--- config.mk ---
export PLATFORM = sky130hd
export DESIGN_NAME = imem_arbiter
export DESIGN_NICKNAME = d
export VERILOG_FILES = /design/src/rtl/imem_arbiter.sv
export SDC_FILE = /design/constraint.sdc
export NUM_CORES = 1
export LEC_CHECK = 0
export CORE_MARGIN = 2
export CORE_UTILIZATION = 26
export DETAILED_ROUTE_END_ITERATION = 12
export HOLD_SLACK_MARGIN = 0.03
export PLACE_DENSITY = 0.88
export SLEW_MARGIN = 20
export SYNTH_ARGS = -nofsm -noshare
export SYNTH_HDL_FRONTEND = slang
export SYNTH_SLANG_ARGS = --single-unit
--- constraint.sdc ---
create_clock -name clk -period 2.5 [get_ports clk]
set_input_delay 0.25 -clock clk [delete_from_list [all_inputs] [get_ports clk]]
set_output_delay 0.25 -clock clk [all_outputs]
set_load 0.005 [all_outputs]
--- src/rtl/imem_arbiter.sv ---
// Round-robin arbiter sharing one synchronous-read instruction memory between two fetch stages.
// Grants are combinational; responses return one cycle later, tagged to the granted core.
module imem_arbiter #(
   parameter int ADDR_W = 32,
   parameter int DATA_W = 32,
   parameter int CNT_W  = 16
) (
   input  logic              clk,
   input  logic              rst,
   input  logic              req0,
   input  logic [ADDR_W-1:0] addr0,
   input  logic              flush0,
   output logic              stall0,
   output logic              rvalid0,
   output logic [DATA_W-1:0] rdata0,
   input  logic              req1,
   input  logic [ADDR_W-1:0] addr1,
   input  logic              flush1,
   output logic              stall1,
   output logic              rvalid1,
   output logic [DATA_W-1:0] rdata1,
   output logic              mem_en,
   output logic [ADDR_W-1:0] mem_addr,
   input  logic [DATA_W-1:0] mem_rdata,
   output logic [CNT_W-1:0]  conflict_cnt
);

   logic             last_id_q, last_id_d;
   logic             inflight_v_q, inflight_v_d;
   logic             inflight_id_q, inflight_id_d;
   logic [CNT_W-1:0] cnt_q, cnt_d;

   logic elig0, elig1, gnt0, gnt1;

   // last_id_q == 1 means core 1 was served last, so core 0 wins a tie
   always_comb begin
      elig0 = req0 & ~flush0 & ~rst;
      elig1 = req1 & ~flush1 & ~rst;
      gnt0  = elig0 & (~elig1 | last_id_q);
      gnt1  = elig1 & (~elig0 | ~last_id_q);
   end

   always_comb begin
      mem_en   = gnt0 | gnt1;
      mem_addr = '0;
      if (gnt0) begin
         mem_addr = addr0;
      end else if (gnt1) begin
         mem_addr = addr1;
      end
      stall0 = elig0 & ~gnt0;
      stall1 = elig1 & ~gnt1;
   end

   // A flush in the response cycle kills the wrong-path instruction
   always_comb begin
      rvalid0 = inflight_v_q & ~inflight_id_q & ~flush0 & ~rst;
      rvalid1 = inflight_v_q &  inflight_id_q & ~flush1 & ~rst;
      rdata0  = rvalid0 ? mem_rdata : '0;
      rdata1  = rvalid1 ? mem_rdata : '0;
   end

   always_comb begin
      last_id_d     = last_id_q;
      inflight_v_d  = gnt0 | gnt1;
      inflight_id_d = gnt1;
      cnt_d         = cnt_q;
      if (gnt0 | gnt1) begin
         last_id_d = gnt1;
      end
      if (elig0 & elig1 & ~(&cnt_q)) begin
         cnt_d = cnt_q + 1'b1;
      end
   end

   always_ff @(posedge clk) begin
      if (rst) begin
         last_id_q     <= 1'b1;
         inflight_v_q  <= 1'b0;
         inflight_id_q <= 1'b0;
         cnt_q         <= '0;
      end else begin
         last_id_q     <= last_id_d;
         inflight_v_q  <= inflight_v_d;
         inflight_id_q <= inflight_id_d;
         cnt_q         <= cnt_d;
      end
   end

   assign conflict_cnt = cnt_q;

endmodule

-- Word-level counts from Yosys, hierarchy flattened
Cells that the tools add are included.
- add/sub/neg operators: 1
- mux-type cells: 4
- bitwise gates (word level): 29
- reduce and logical (&&, ||, !) cells: 1
- operators with widths (operator ; count):
    32-bit two-way mux ; 4
    16-bit by 1-bit adder with 16-bit output, second input constant ; 1
    1-bit bitwise AND ; 16
    16-bit AND reduction ; 1
    1-bit NOT ; 10
    1-bit bitwise OR ; 3
- bits in registers: 19
- input port bits: 102
- output and inout bits: 117
- logic and storage cells: 39

-- Longest topological paths before layout
- depth after elaboration: 8
- depth in mapped cells: 7
- gate-level depth less buffers: 5

-- Least setup slack after synthesis
OpenSTA, ideal clock, no wires.
- path kind: reg-to-reg
- from: reg cnt_q[0], in the netlist conflict_cnt[0]
- to: reg cnt_q[2], in the netlist conflict_cnt[2]
- setup time: 0.101 ns
- arrival time: 1.645 ns
- required time: 2.399 ns
- path slack: 0.754 ns
- stages on the path, launching flop included: 8
- buffers on the path: 2
- period minus slack after synthesis: 1.746 ns
- cell sequence: dfxtp_1 > ha_1 > nand4_1 > nor4_4 > buf_4 > buf_6 > o311ai_0 > o41ai_1
- longest elaborated chain between the ends: 3
- elaborated cells between the ends (all ways): 4
- those cells by class: 1 x add/sub; 2 x bitwise; 1 x reduce/logical
- ends and longest elaborated chain (what ; line ; RTL):
    from (decl) ; 31 ; logic [CNT_W-1:0] cnt_q, cnt_d;
    from (signal assigned) ; 86 ; cnt_q <= cnt_d;
    branches (longest 3 deep; another with 16-bit by 1-bit adder with 16-bit output) ; n/a ;
Several ways; the timed one is not identified.
A chain may end at the register's enable or synchronous reset.

-- Worst setup path after layout
- from: in flush1
- to: out mem_addr[20]
- longest elaborated chain between the ends: 7
- elaborated cells between the ends (all ways): 9
- those cells by class: 2 x mux; 7 x bitwise
- ends and longest elaborated chain (what ; line ; RTL):
    from (decl) ; 18 ; input logic flush1,
    1-bit NOT (*) ; 38 ; elig1 = req1 & ~flush1 & ~rst;
    1-bit bitwise AND (*) (2 in a row) ; 38 ;
    1-bit NOT ; 39 ; gnt0 = elig0 & (~elig1 | last_id_q);
    1-bit bitwise OR ; 39 ;
    1-bit bitwise AND ; 39 ;
    32-bit two-way mux (*) ; 46 ; if (gnt0) begin
    to (decl) ; 23 ; output logic [ADDR_W-1:0] mem_addr,
Mark *: on every way between the ends. The rest lies on a longest branch, timed or not.

==> impl_results.md <==
- Status: complete, no violations
- Layout cells sized above 1: 7.78%
- Most frequent CP cell: clkdlybuf4s50_1
- First-pass GRT wire length: 13300 um
- Clock root cell: clkbuf_8
- First DRT Iteration DRCs: 82
- Worst-Skew Late Latency: 0.27 ns
- CP Capture Type: output port
- I/O pin cnt: 219
- FF-to-FF setup slack: 0.62 ns
- Vias in the first global route: 2653
- GRT Util Overall: 22.6%
- DRC Markers: 0
- DIE AREA: 7430 um^2
- Row Count: 29
- Area after DPL: 4140 um^2
- Crit path largest cell delay: 0.55 ns
- Tmin final: 2.44 ns
- Worst Hold Class: register to register
- Die X: 86.2 um
- FMAX: 410 MHz
- Synth unique cells: 36
- CTS tree: built
- Arrival time worst endpoint: 2.19 ns
- Syn Inst Count: 223
- Vias per inst: 5.20
- Yosys reg bits: 19
- Commonest non-fill, non-tap cell in the layout: clkdlybuf4s50_1
- Final setup fails: 0
- Via Count: 2739
- Global route total overflow: 0
- Reg2reg start: conflict_cnt[0]$_SDFFE_PP0P_
- Routed WL per cell: 17.9 um
- Storage cell area: 380 um^2
- Max cap viols: 0
- DRT Pass-1 Iters: 4
- Critical Path Source: flush1
- CP max-delay cell: clkdlybuf4s50_1
- Htree depth: 1
- Post-DP HPWL: 7600 um
- NumNets Final: 554
- Tot Pwr: 889 uW
- Peak supply drop: 139 uV
- Clock sink count: 19
- Final Non-Filler Cells: 527
- Max-slew violations: 0
- Worst Reg-to-Reg Cells: 6
- Worst clock skew: 0.00671 ns
- Power Dens Cells: 206 nW/um^2
- N_diodes: 0
- Slew margin rel.: 77.1%
- Critical path class: input port to output port
- Fin crit share: 97.6%
- Most frequent cells in the layout: clkdlybuf4s50_1, and2_1, a22o_1
- Input/output buffers: 218
- Num CTS Buffers: 3
- CTS Buffer Depth: 2
- Multi-input gate area: 1330 um^2
- RR Endpoint: conflict_cnt[14]$_SDFFE_PP0P_
- Crit Path Max Fanout: 17
- Final Wtd Congestion: 0.909
- Die height: 86.2 um
- Number of instances in the placed design: 516
- Post-DRT Antenna Nets: 0
- Least-Margin Pin Slew: 0.339 ns
- Leakage: 1.67 nW
- Initial antenna violation count: 0
- Synth warn: 0
- Layout area overhead: 146%
- CORE AREA: 6420 um^2
- Filler Cell Count: 545
- Final Cell Area: 4310 um^2
- Final Hold Viols: 0
- Sequential share of the synthesized area: 21.7%
- WP data required: 2.25 ns
- Pin count of the biggest net entering global routing: 34
- Final Routed Wirelength: 9420 um
- Setup TNS Final: 0 ns
- Avg Synthesized Cell Area: 7.87 um^2
- Crit path launch type: input port
- CP endpoint: mem_addr[20]
- Cell Chain, Critical Path: clkdlybuf4s50_1, nand2b_1, a311oi_4, buf_6, buf_12, a22o_1, clkdlybuf4s50_1
- CTS clk-pin slew, worst paths: 0.07 ns
- Post-Syn Nets: 326
- Post-synthesis instance area: 1760 um^2
- Initial Util: 27.3%
-- layout make-up --
class / count / area share [%]
timing repair buffer: 239 / 56.8
multi-input combinational: 185 / 30.8
sequential: 19 / 8.82
tap: 77 / 2.23
clock buffer: 3 / 0.957
inverter: 3 / 0.261
clock inverter: 1 / 0.116
-- kinds of logic (layout without fill, tap and decap cells) --
group / count (synthesis) / after routing / share of synthesized area [%]
fa+ha+maj: 1 / 1 / 0.713
buf+inv: 19 / 246 / 4.99
flops: 19 / 19 / 21.7
simple gates: 119 / 119 / 44.0
compound gates: 64 / 64 / 27.9
mux: 1 / 1 / 0.641
-- Yosys cell counts --
master | n | share of area [%]
nor4_4 | 2 | 2.4
a21oi_1 | 14 | 4.0
nor2_1 | 4 | 0.86
nand4_1 | 5 | 1.8
o21ai_0 | 4 | 1.1
a311oi_2 | 1 | 0.86
mux2_1 | 1 | 0.64
nand2_1 | 8 | 1.7
o311ai_0 | 2 | 1.0
o31ai_1 | 7 | 3.0
ha_1 | 1 | 0.71
buf_6 | 1 | 0.64
nor3_1 | 2 | 0.57
and3_1 | 7 | 2.5
or4_1 | 7 | 3.0
and4_1 | 1 | 0.50
or3b_4 | 1 | 0.64
o41ai_1 | 2 | 1.0
nor4bb_1 | 1 | 0.57
nor4b_1 | 1 | 0.50
a22o_1 | 32 | 16
clkbuf_1 | 10 | 2.1
or3_1 | 3 | 1.1
dfxtp_1 | 19 | 22
nand2b_1 | 1 | 0.36
and2_1 | 65 | 23
inv_1 | 3 | 0.64
nand3_1 | 5 | 1.4
buf_2 | 4 | 1.1
nor3b_2 | 1 | 0.71
or3b_2 | 1 | 0.50
buf_4 | 1 | 0.43
a311oi_1 | 1 | 0.50
nor2b_1 | 3 | 1.1
nand4_2 | 1 | 0.71
a41oi_1 | 1 | 0.50
-- registers in the layout, summed over array words and instances (netlist names) --
name           cells
inflight_v_q       1
last_id_q          1
inflight_id_q      1
conflict_cnt      16
-- per-layer routing --
| layer | wire (um) | GRT usage (%) | vias up |
|---|---|---|---|
| met5 | 0 | 0 | - |
| met4 | 412 | 8.52 | 0 |
| met3 | 565 | 4.76 | 27 |
| met2 | 5340 | 45.9 | 141 |
| met1 | 3110 | 21.8 | 1277 |
| li1 | - | - | 1294 |
-- worst max-delay path, delay by kind of cell --
family	cells	cell delay, ns
buffers and inverters	4	1.29
AOI/OAI and AO/OA	2	0.40
and+or+nand+nor	1	0.25
-- worst min path at each step --
stage                                         end  cells after the start  slack (ns)                          start
finish               conflict_cnt[6]$_SDFFE_PP0P_                      1        0.54   conflict_cnt[6]$_SDFFE_PP0P_
CTS                  conflict_cnt[6]$_SDFFE_PP0P_                      1        0.53   conflict_cnt[6]$_SDFFE_PP0P_
floorplan                 inflight_v_q$_SDFF_PP0_                      2        0.44                           req0
global route        conflict_cnt[13]$_SDFFE_PP0P_                      3        0.55                            rst
detailed placement   conflict_cnt[6]$_SDFFE_PP0P_                      1        0.52   conflict_cnt[6]$_SDFFE_PP0P_
global placement    conflict_cnt[15]$_SDFFE_PP0P_                      2        0.50  conflict_cnt[15]$_SDFFE_PP0P_
-- per-stage QoR --
stage	setup WS [ns]	util [%]	hold slack, ns
floorplan	0.754	-	0.438
global placement	0.0157	64.4	0.503
detailed placement	0.0242	64.4	0.519
CTS	0.0168	65.1	0.534
finish	0.0588	67.2	0.536
global route	-0.00507	67.2	0.553
-- power breakdown --
part / total (mW) / internal, mW / switching [mW]
Combinational: 0.355 / 0.250 / 0.105
Sequential: 0.309 / 0.306 / 0.00364
Clock: 0.225 / 0.111 / 0.114
Total: 0.889 / 0.667 / 0.222
-- what timing repair did --
| action | 4_1_cts | 5_1_grt |
|---|---|---|
| hold buffers | 0 | 0 |
| gates resized for setup | 0 | 7 |
| setup buffers | 0 | 3 |
| setup endpoints to repair | 0 | 26 |
No activity file was read; power rests on OpenSTA's default activity.
